[config.mk]
export PLATFORM = sky130hd
export DESIGN_NAME = mc_sequencer
export DESIGN_NICKNAME = d
export VERILOG_FILES = /design/src/rtl/mc_sequencer.sv
export SDC_FILE = /design/constraint.sdc
export NUM_CORES = 1
export LEC_CHECK = 0
export CAP_MARGIN = 20
export CELL_PAD_IN_SITES_DETAIL_PLACEMENT = 1
export CELL_PAD_IN_SITES_GLOBAL_PLACEMENT = 2
export CORE_MARGIN = 2
export CORE_UTILIZATION = 22
export DETAILED_ROUTE_END_ITERATION = 8
export PLACE_DENSITY = 0.85
export SYNTH_ARGS = -nofsm -noshare
export SYNTH_HDL_FRONTEND = slang
export SYNTH_SLANG_ARGS = --single-unit
[constraint.sdc]
create_clock -name clock -period 4.5 [get_ports clock]
set_clock_uncertainty 0.2 [all_clocks]
set_input_delay 1.35 -clock clock [delete_from_list [all_inputs] [get_ports clock]]
set_output_delay 1.35 -clock clock [all_outputs]
set_load 0.02 [all_outputs]
[src/rtl/mc_sequencer.sv]
// mc_sequencer
// ------------
// Multi-cycle control FSM for a 16-bit, 4-register MIPS-subset datapath
// (shared ALU, register file, single unified memory). Sequences
// fetch / decode / execute / memory / write-back for
// add, sub, and, or, slt, addi, lw, sw and beq, drives every datapath
// select and write enable, and traps on illegal opcodes or on a memory
// access that stalls for MEM_TIMEOUT cycles.
//
// Memory handshake: mem_req is held high for as long as an access is
// pending; the access completes in the cycle where mem_ready is sampled
// high together with mem_req. mem_we is only meaningful while mem_req=1.
// mem_ready outside a request is ignored.
//
// Ports:
//   clock, reset_n          clock; asynchronous active-low reset
//   run                     start / keep fetching while high
//   opcode[3:0]             IR[15:12] of the latched instruction
//   zero                    ALU zero flag (beq)
//   mem_ready               memory completes the current access
//   mem_req, mem_we, iord   memory request, write strobe, address source
//   ir_write, pc_write      IR / PC load enables
//   pc_src[1:0]             PC source (00 ALU result, 01 ALUOut)
//   alu_src_a, alu_src_b    ALU operand selects
//   alu_ctl[2:0]            ALU operation
//   reg_write, reg_dst,
//   mem_to_reg              register-file write controls
//   instr_done              one-cycle retirement pulse
//   fault, fault_code[1:0]  sticky trap flag and cause (01 illegal, 10 timeout)
//   perf_instret[15:0]      retired-instruction counter
//   dbg_state[3:0]          current FSM state, for observation only
//
// Optional feature: define MC_PERF_COUNT_EN to build the retired-instruction
// counter; without it perf_instret is tied to zero.

module mc_sequencer #(
  parameter int MEM_TIMEOUT = 16,
  parameter int TO_W        = 5
) (
  input  logic        clock,
  input  logic        reset_n,
  input  logic        run,
  input  logic [3:0]  opcode,
  input  logic        zero,
  input  logic        mem_ready,
  output logic        mem_req,
  output logic        mem_we,
  output logic        iord,
  output logic        ir_write,
  output logic        pc_write,
  output logic [1:0]  pc_src,
  output logic        alu_src_a,
  output logic [1:0]  alu_src_b,
  output logic [2:0]  alu_ctl,
  output logic        reg_write,
  output logic        reg_dst,
  output logic        mem_to_reg,
  output logic        instr_done,
  output logic        fault,
  output logic [1:0]  fault_code,
  output logic [15:0] perf_instret,
  output logic [3:0]  dbg_state
);

  typedef enum logic [3:0] {
    S_IDLE     = 4'd0,
    S_FETCH    = 4'd1,
    S_DECODE   = 4'd2,
    S_EXEC_R   = 4'd3,
    S_EXEC_I   = 4'd4,
    S_MEM_ADDR = 4'd5,
    S_MEM_RD   = 4'd6,
    S_MEM_WR   = 4'd7,
    S_WB_R     = 4'd8,
    S_WB_I     = 4'd9,
    S_WB_MEM   = 4'd10,
    S_BRANCH   = 4'd11,
    S_TRAP     = 4'd12
  } state_e;

  localparam logic [1:0] FC_ILLEGAL = 2'b01;
  localparam logic [1:0] FC_TIMEOUT = 2'b10;

  localparam logic [2:0] ALU_ADD = 3'b010;
  localparam logic [2:0] ALU_SUB = 3'b110;
  localparam logic [2:0] ALU_AND = 3'b000;
  localparam logic [2:0] ALU_OR  = 3'b001;
  localparam logic [2:0] ALU_SLT = 3'b111;

  state_e          state_q, state_d;
  logic [TO_W-1:0] wd_q, wd_d;
  logic [1:0]      code_q, code_d;

  logic waiting;
  logic wd_expire;

  // A wait cycle is a request cycle without completion. The trap fires on
  // the wait cycle that brings the count to MEM_TIMEOUT; a cycle with
  // mem_ready is never a wait cycle, so a late completion always wins.
  assign waiting   = mem_req & ~mem_ready;
  assign wd_expire = waiting && (wd_q == TO_W'(MEM_TIMEOUT - 1));
  assign wd_d      = waiting ? wd_q + TO_W'(1) : '0;

  function automatic logic [2:0] r_alu_ctl(input logic [3:0] op);
    logic [2:0] ctl;
    case (op)
      4'b0000: ctl = ALU_ADD;
      4'b0001: ctl = ALU_SUB;
      4'b0010: ctl = ALU_AND;
      4'b0011: ctl = ALU_OR;
      4'b0111: ctl = ALU_SLT;
      default: ctl = ALU_ADD;
    endcase
    return ctl;
  endfunction

  // State, watchdog and trap-cause registers
  always_ff @(posedge clock or negedge reset_n) begin
    if (!reset_n) begin
      state_q <= S_IDLE;
      wd_q    <= '0;
      code_q  <= 2'b00;
    end else begin
      state_q <= state_d;
      wd_q    <= wd_d;
      code_q  <= code_d;
    end
  end

  // Next-state logic
  always_comb begin
    state_d = state_q;
    code_d  = code_q;
    case (state_q)
      S_IDLE: begin
        if (run) state_d = S_FETCH;
      end
      S_FETCH: begin
        if (mem_ready) begin
          state_d = S_DECODE;
        end else if (wd_expire) begin
          state_d = S_TRAP;
          code_d  = FC_TIMEOUT;
        end
      end
      S_DECODE: begin
        case (opcode)
          4'b0000, 4'b0001, 4'b0010, 4'b0011, 4'b0111: state_d = S_EXEC_R;
          4'b0100:                                     state_d = S_EXEC_I;
          4'b0101, 4'b0110:                            state_d = S_MEM_ADDR;
          4'b1000:                                     state_d = S_BRANCH;
          default: begin
            state_d = S_TRAP;
            code_d  = FC_ILLEGAL;
          end
        endcase
      end
      S_EXEC_R:   state_d = S_WB_R;
      S_EXEC_I:   state_d = S_WB_I;
      S_MEM_ADDR: state_d = (opcode == 4'b0110) ? S_MEM_WR : S_MEM_RD;
      S_MEM_RD: begin
        if (mem_ready) begin
          state_d = S_WB_MEM;
        end else if (wd_expire) begin
          state_d = S_TRAP;
          code_d  = FC_TIMEOUT;
        end
      end
      S_MEM_WR: begin
        if (mem_ready) begin
          state_d = run ? S_FETCH : S_IDLE;
        end else if (wd_expire) begin
          state_d = S_TRAP;
          code_d  = FC_TIMEOUT;
        end
      end
      S_WB_R, S_WB_I, S_WB_MEM, S_BRANCH: state_d = run ? S_FETCH : S_IDLE;
      S_TRAP:     state_d = S_TRAP;
      default:    state_d = S_IDLE;
    endcase
  end

  // Output logic: Moore per state, with IR/PC load and sw retirement
  // qualified by the memory completing in the same cycle.
  always_comb begin
    mem_req    = 1'b0;
    mem_we     = 1'b0;
    iord       = 1'b0;
    ir_write   = 1'b0;
    pc_write   = 1'b0;
    pc_src     = 2'b00;
    alu_src_a  = 1'b0;
    alu_src_b  = 2'b00;
    alu_ctl    = 3'b000;
    reg_write  = 1'b0;
    reg_dst    = 1'b0;
    mem_to_reg = 1'b0;
    instr_done = 1'b0;
    fault      = 1'b0;
    fault_code = 2'b00;
    case (state_q)
      S_FETCH: begin
        mem_req   = 1'b1;
        alu_src_b = 2'b01;
        alu_ctl   = ALU_ADD;
        ir_write  = mem_ready;
        pc_write  = mem_ready;
      end
      S_DECODE: begin
        alu_src_b = 2'b11;
        alu_ctl   = ALU_ADD;
      end
      S_EXEC_R: begin
        alu_src_a = 1'b1;
        alu_ctl   = r_alu_ctl(opcode);
      end
      S_EXEC_I, S_MEM_ADDR: begin
        alu_src_a = 1'b1;
        alu_src_b = 2'b10;
        alu_ctl   = ALU_ADD;
      end
      S_MEM_RD: begin
        mem_req = 1'b1;
        iord    = 1'b1;
      end
      S_MEM_WR: begin
        mem_req    = 1'b1;
        mem_we     = 1'b1;
        iord       = 1'b1;
        instr_done = mem_ready;
      end
      S_WB_R: begin
        reg_write  = 1'b1;
        reg_dst    = 1'b1;
        instr_done = 1'b1;
      end
      S_WB_I: begin
        reg_write  = 1'b1;
        instr_done = 1'b1;
      end
      S_WB_MEM: begin
        reg_write  = 1'b1;
        mem_to_reg = 1'b1;
        instr_done = 1'b1;
      end
      S_BRANCH: begin
        alu_src_a  = 1'b1;
        alu_ctl    = ALU_SUB;
        pc_src     = 2'b01;
        pc_write   = zero;
        instr_done = 1'b1;
      end
      S_TRAP: begin
        fault      = 1'b1;
        fault_code = code_q;
      end
      default: ;
    endcase
  end

  assign dbg_state = state_q;

`ifdef MC_PERF_COUNT_EN
  logic [15:0] instret_q, instret_d;

  // Free-running count of retirements; wraps naturally at 16 bits.
  assign instret_d = instr_done ? instret_q + 16'd1 : instret_q;

  always_ff @(posedge clock or negedge reset_n) begin
    if (!reset_n) instret_q <= 16'd0;
    else          instret_q <= instret_d;
  end

  assign perf_instret = instret_q;
`else
  assign perf_instret = 16'h0000;
`endif

endmodule
# Word-level counts from Yosys, hierarchy flattened
# Index checks and enable logic that the tools add are counted.
# Widths: inputs -> output; s select.
[op_classes]
bitwise = 2
eq_ne = 25
add_sub_neg = 1
mux = 30
reduce_logical = 15
[ops]
columns = ["cell", "n"]
rows = [
  ["$pmux 4 s10", 1],
  ["$eq 4x3->1 const B", 8],
  ["$eq 4x4->1 const B", 6],
  ["$mux 4", 5],
  ["$eq 4x2->1 const B", 4],
  ["$pmux 4 s4", 1],
  ["$mux 1", 12],
  ["$pmux 3 s4", 1],
  ["$reduce_or 4->1", 3],
  ["$pmux 3 s3", 1],
  ["$reduce_or 9->1", 1],
  ["$eq 4x1->1 const B", 2],
  ["$logic_not 4->1", 2],
  ["$mux 2", 4],
  ["$ne 2x2->1 const B", 3],
  ["$pmux 2 s3", 1],
  ["$reduce_or 2->1", 3],
  ["$reduce_or 3->1", 2],
  ["$add 5x1->5 const B", 1],
  ["$eq 5x4->1 const B", 1],
  ["$mux 5", 1],
  ["$reduce_or 5->1", 1],
  ["$pmux 1 s2", 2],
  ["$pmux 2 s2", 1],
  ["other kinds (6)", 6],
]
[totals]
reg_bits = 11
output_inout_bits = 40
word_cells = 76
inputBits = 9

# Depth between registers and ports, before layout
# Gate-level depths: netlist of run 1.
[logic_depth]
word_depth = 8
ltp_mapped = 6
ltp_nobuf = 6

# Worst setup path after synthesis of run 1
# Ideal clock, no wire load.
[synth_timing]
path_kind = "input to output"
from = "input port mem_ready"
to = "output port pc_write"
n_path_buf = 0
arrival_time_ps = 2472
setup_slack_ps = 478
stages = 3
cell_sequence = "inv_1 -> nor4b_1 -> a21o_1"
[synth_between]
elab_chain_cells = 1
[synth_rtl]
columns = ["element", "line_no", "text"]
rows = [
  ["start: declaration", "45", "input logic mem_ready,"],
  ["$pmux 1 s2", "201", "case (state_q)"],
  ["end: declaration", "50", "output logic pc_write,"],
]
# Every way passes these cells.

# Worst setup path after layout of run 1
# Same ends and word-level chain as after synthesis.

==> impl_metrics.tcl, run 1 <==
set metrics [dict create \
    fp.dieW_um 70.31 \
    max_cap_violations 0 \
    slew_violations 0 \
    syn2layout_area_growth_pct 38.81 \
    insertion_delay_ps 240 \
    dp_hpwl_um 2268 \
    layout-drive-gt1-share_pct 7.453 \
    drc 0 \
    postSynthAreaPerCell_um2 7.616 \
    synth-seq-area-share_pct 28.46 \
    root_buffer "clkbuf_8" \
    synth-edff-count 0 \
    cp-start-kind "input pin" \
    grt_first_pass_wirelength_um 4567 \
    yosys_warnings 0 \
    switching_share_pct 47.56 \
    cts_hold_buf 0 \
    hold_depth 1 \
    gp_congestion 0.8448 \
    grt_start_max_net_pins 23 \
    clockPowerShare_pct 14.2 \
    grt_overflow 0 \
    arrival_ps 2750 \
    grt_use_total_pct 11.34 \
    synthTopCellsByArea "dfrtp_1, buf_4, nor2_1" \
    rows 24 \
    p_comb_share_pct 58.1 \
    syn_area_um2 967.2 \
    diodes 0 \
    antenna_found_initial 0 \
    ys_types 37 \
    grt_pass1_vias 1018 \
    syn_inst 127 \
    p_leak_nw 0.6587 \
    power.density_mw_per_mm2 517.0 \
    pin_count 49 \
    tightest_slew_ps 691.9 \
    yosys.area.top_type "dfrtp_1" \
    rsz0062_at_grt "no" \
    core_area_mm2 0.004294 \
    drt_iter0_markers 14 \
    initial_core_util_pct 22.52 \
    post_cts_buffers 0 \
    dp_slack_ps -105.9 \
    seq_power_share_pct 27.8 \
    endpoint_kind "output pin" \
    finalHoldViolCount 0 \
    peakVddDrop_mv 0.1615 \
    clk_path_buf_depth 2 \
    fin_cells 213 \
    r2r_cells 4 \
    fin_crit_ps 4297 \
    period_share_pct 95.49 \
    synth_top_cells_by_count "buf_4, nor2_1, dfrtp_1" \
    fmax_mhz 232.7 \
    cts_tree "yes" \
    status "completed" \
    slew_headroom_pct 53.87 \
    clk_pin_slew_worst_paths_ps 50 \
    routed_wl_um 2815 \
    io_buffers 31 \
    viasPerCell 4.601 \
    intPower_w 0.0003640 \
    critical_path_class "in -> out" \
    dieHeight_um 70.31 \
    setup_viol 0 \
    cts.repair.resized 3 \
    setup_slack_ps 202.8 \
    cts.sinks 11 \
    dr.pass1.iters 4 \
    cp.required_ps 2950 \
    ys_ff_latch 11 \
    cts_made_buffers 3 \
    critical_path.max_fanout 2 \
    routedWlPerCell_um 13.22 \
    synth_most_common_cell "buf_4" \
    synth_ff_type "dfrtp_1" \
    nets 173 \
    yosysTopAreaCellShare_pct 28.46 \
    p_sw_w 0.0003301 \
    die_area_mm2 0.004943 \
    htreeDepth 1 \
    hp-class "reg -> reg" \
    async_reset_ff_share_pct 100.0 \
    dpl.cell_count 209 \
    num_vias 980 \
    ant_nets 0 \
]
layer usage:
layer  wire length [um]  global-route usage [%]
met5                  0                       0
met4                 52                   5.342
met3                 91                  0.4329
met2               1503                   21.17
met1               1167                   13.12
logic make-up (layout without fill, tap and decap cells):
family | after synthesis | after routing | share of synthesized area [%]
buf+inv | 32 | 50 | 19.79
mux | 1 | 1 | 1.035
fa+ha+maj | 2 | 2 | 2.587
compound gates | 28 | 28 | 19.41
other cells | 1 | 17 | 0.3877
flops | 11 | 11 | 28.46
xor+xnor | 4 | 4 | 3.623
simple gates | 48 | 48 | 24.71
placed cells by master, fill, tap and decap left out, drive strengths merged, types with 3 or more instances in the layout:
master,Yosys,layout
clkdlybuf4s50,0,25
conb,1,17
nor2,14,14
dfrtp,11,11
inv,8,8
nand2,8,8
a21oi,8,8
nor3,7,7
buf,24,7
o21ai,6,6
nand3,5,5
and3,4,4
clkbuf,0,4
xnor2,3,3
dlymetal6s2s,0,3
dlygate4sd2,0,3
power by group through the flow:
| stage | sequential, W | clock (W) | combinational [W] |
|---|---|---|---|
| finish | 0.000193 | 0.0000985 | 0.000403 |
| global route | 0.000202 | 0.000106 | 0.000436 |
| CTS | 0.000192 | 0.000102 | 0.000409 |
| detailed placement | 0.000194 | 0 | 0.000417 |
| global placement | 0.000193 | 0 | 0.000412 |
| floorplan | 0.000149 | 0 | 0.000296 |
metrics by stage:
| step | instance area, um^2 | setup TNS (ps) | util (%) | total power (W) | hold slack [ps] |
|---|---|---|---|---|---|
| finish | 1343 | 0 | 31.26 | 0.0006941 | 270.8 |
| floorplan | 1027 | 0 | - | 0.0004446 | 232.9 |
| detailed placement | 1294 | -179.3 | 30.13 | 0.0006115 | 271.9 |
| global placement | 1294 | -185.6 | 30.13 | 0.0006051 | 247.5 |
| global route | 1343 | 0 | 31.26 | 0.0007444 | 297.3 |
| CTS | 1335 | 0 | 31.09 | 0.0007036 | 278.2 |
layout make-up:
cell class	count	area, um^2
Fill cell	533	2952
Multi-Input combinational cell	100	560.5
Timing Repair Buffer	38	366.6
Sequential cell	11	275.3
Tap cell	52	65.06
Clock buffer	4	45.04
Inverter	8	30.03
path summary, 6_finish.rpt:
| check | start | end | slack (ps) |
|---|---|---|---|
| setup / recovery | mem_ready | pc_write | 200 |
| hold / removal | wd_q[0]$_DFF_PN0_ | wd_q[0]$_DFF_PN0_ | 270 |
| setup reg to reg | dbg_state[2]$_DFFE_PN0P_ | code_q[0]$_DFFE_PN0P_ | 2460 |
| hold reg to reg | wd_q[0]$_DFF_PN0_ | wd_q[0]$_DFF_PN0_ | 270 |
| max in group asynchronous | reset_n | wd_q[3]$_DFF_PN0_ | 2490 |
| min in group asynchronous | reset_n | dbg_state[2]$_DFFE_PN0P_ | 1260 |
critical path: stages:
cell and delay [ps]:
clkdlybuf4s50_1 490, inv_1 60, nor4b_1 270, buf_4 170, a21o_1 70, dlygate4sd2_1 320
state kept, by name, indices dropped and copies added, names as in the netlist:
signal	cells
wd_q	5
code_q	2
dbg_state	4
(Power assumes the default switching activity.)
==> inputs of run 2 (changes only) <==
RECOVER_POWER = 100   (was not set)
TNS_END_PERCENT = 10   (was not set)
==> run 2 against run 1 <==
Utilization fell by 0.79 points; worst setup slack got worse by 63 ps; clock power barely moved; combinational power fell by 6.0%; count of clock-buffer cells in the layout did not move; power fell by 3.5%; via count rose by 0.41%; sequential share of layout area rose by 0.53 points; sequential cell count did not move; wire length fell by 0.11%; first-iteration DRC count fell by 14%; hold slack improved by 0.55 ps; critical endpoint unchanged; largest cell class unchanged; largest power group unchanged; highest routed layer unchanged.
==> impl_metrics.tcl, run 2 (synthesis results as in run 1) <==
set metrics [dict create \
    status "completed" \
    arrival_ps 2810 \
    die_area_mm2 0.004943 \
    switching_share_pct 49.00 \
    endpoint_kind "output pin" \
    layout_commonest_cell "dlygate4sd3_1" \
    tightest_slew_ps 697.4 \
    nets 173 \
    grt_start_max_net_pins 23 \
    holdWs_ps 271.4 \
    rsz0062_at_grt "no" \
    p_comb_share_pct 56.6 \
    dieHeight_um 70.31 \
    insertion_delay_ps 240 \
    setup_viol 0 \
    intPower_w 0.0003416 \
    p_leak_nw 0.6388 \
    cts_made_buffers 3 \
    critical_path_class "in -> out" \
    hp-class "reg -> reg" \
    fp.dieW_um 70.31 \
    fin_crit_ps 4360 \
    cp_num_buf_inv 4 \
    root_buffer "clkbuf_8" \
    r2r_setup_slack_ps 2470 \
    grt_overflow 0 \
    routedWlPerCell_um 13.20 \
    cts_tree "yes" \
    fmax_mhz 229.4 \
    slew_violations 0 \
    core_area_mm2 0.004294 \
    path_cells "dlygate4sd3_1 > inv_1 > nor4b_1 > buf_4 > a21o_1 > dlygate4sd2_1" \
    viasPerCell 4.620 \
    grt_pass1_vias 1018 \
    placed_area_mm2 0.001294 \
    met1_usage_pct 13.12 \
    seq_power_share_pct 28.7 \
    syn2layout_area_growth_pct 35.32 \
    critical_path.max_fanout 2 \
    drt_iter0_markers 12 \
    slew_headroom_pct 53.51 \
    peakVddDrop_mv 0.1544 \
    dr.pass1.iters 4 \
    period_share_pct 96.89 \
    gr-usage-met2_pct 21.17 \
    grt.busiest_layer "met2" \
    io_buffers 31 \
    dp_hpwl_um 2268 \
    ant_nets 0 \
    drc 0 \
    gp_congestion 0.8448 \
    cts.sinks 11 \
    grt_first_pass_wirelength_um 4567 \
    crit_path_top_delay_cell "dlygate4sd3_1" \
    final_cell_mix "dlygate4sd3_1, conb_1, nor2_1" \
    clockPowerShare_pct 14.7 \
    clk_pin_slew_worst_paths_ps 50 \
    initial_core_util_pct 22.52 \
    final_area_mm2 0.001309 \
    grt_use_total_pct 11.34 \
    grt_use_met3_pct 0.4329 \
    tns_ps 0 \
    power.density_mw_per_mm2 511.8 \
    htreeDepth 1 \
    post-route-util_pct 30.48 \
    rows 24 \
    antenna_found_initial 0 \
    clk_path_buf_depth 2 \
    routed_wl_um 2812 \
    cpLargestDelayFamily "buffers and inverters" \
    regMostFlops "wd_q" \
    largest_reg_flops 5 \
    cp-start-kind "input pin" \
    cp.required_ps 2950 \
    max_cap_violations 0 \
    critPathMaxStageDelay_ps 570 \
    layout-drive-gt1-share_pct 6.211 \
    finalHoldViolCount 0 \
    num_vias 984 \
    pin_count 49 \
    diodes 0 \
    p_sw_w 0.0003282 \
    post_cts_buffers 0 \
]
==> run 2: worst paths after layout <==
kind / start / endpoint / cells after the start
min in group asynchronous: reset_n / dbg_state[2]$_DFFE_PN0P_ / 1
worst max-delay path: mem_ready / pc_write / 6
worst min register to register: wd_q[0]$_DFF_PN0_ / wd_q[0]$_DFF_PN0_ / 1
worst min-delay path: wd_q[0]$_DFF_PN0_ / wd_q[0]$_DFF_PN0_ / 1
worst max register to register: dbg_state[2]$_DFFE_PN0P_ / code_q[0]$_DFFE_PN0P_ / 4
max in group asynchronous: reset_n / wd_q[3]$_DFF_PN0_ / 1
==> run 2: area by class of cell <==
| class | instances | area (um^2) |
|---|---|---|
| multi-input cells | 100 | 560.5 |
| well taps | 52 | 65.06 |
| flip-flops and latches | 11 | 275.3 |
| clock buffers | 4 | 45.04 |
| repair buffers | 38 | 332.8 |
| fillers | 539 | 2985 |
| inverters | 8 | 30.03 |
==> run 2: worst reg2reg max path: stages (launching register included) <==
cell     delay (ps)
dfrtp_1         630
or3b_1          500
a21oi_2         210
and3_1          250
o21ai_0          90
==> run 2: power groups by stage <==
| stage | sequential, W | clock, W | combinational [W] |
|---|---|---|---|
| floorplan | 0.000149 | 0 | 0.000296 |
| global placement | 0.000193 | 0 | 0.000412 |
| detailed placement | 0.000194 | 0 | 0.000417 |
| CTS | 0.000192 | 0.000102 | 0.000409 |
| global route | 0.000202 | 0.000106 | 0.000412 |
| finish | 0.000192 | 0.0000986 | 0.000379 |
==> run 2: through the flow <==
stage,total power (W),instances,setup slack [ps]
after global routing,0.0007200,213,72.72
after global placement,0.0006051,209,-96.65
after floorplan,0.0004446,143,477.5
after CTS,0.0007036,213,6.998
final,0.0006698,213,140.2
after detailed placement,0.0006115,209,-105.9
==> run 2: per-layer routing <==
metal / part of all wire, % / vias to the layer above / routed length (um)
met5: 0 / - / 0
met4: 1.8 / 0 / 52
met3: 3.2 / 4 / 91
met2: 54 / 22 / 1505
met1: 41 / 479 / 1163
li1: - / 479 / -
==> run 2: what timing repair did <==
item,4_1_cts,5_1_grt
resized for setup,3,3
hold endpoints to repair,0,0
pin swaps,0,0
setup endpoints to repair,3,3
hold buffers,0,0
==> inputs of run 3 (changes only) <==
ABC_CLOCK_PERIOD_IN_PS = 4500   (was not set)
==> results of run 3 <==
No change in the layout: final DEF, timing and power equal those of run 2.
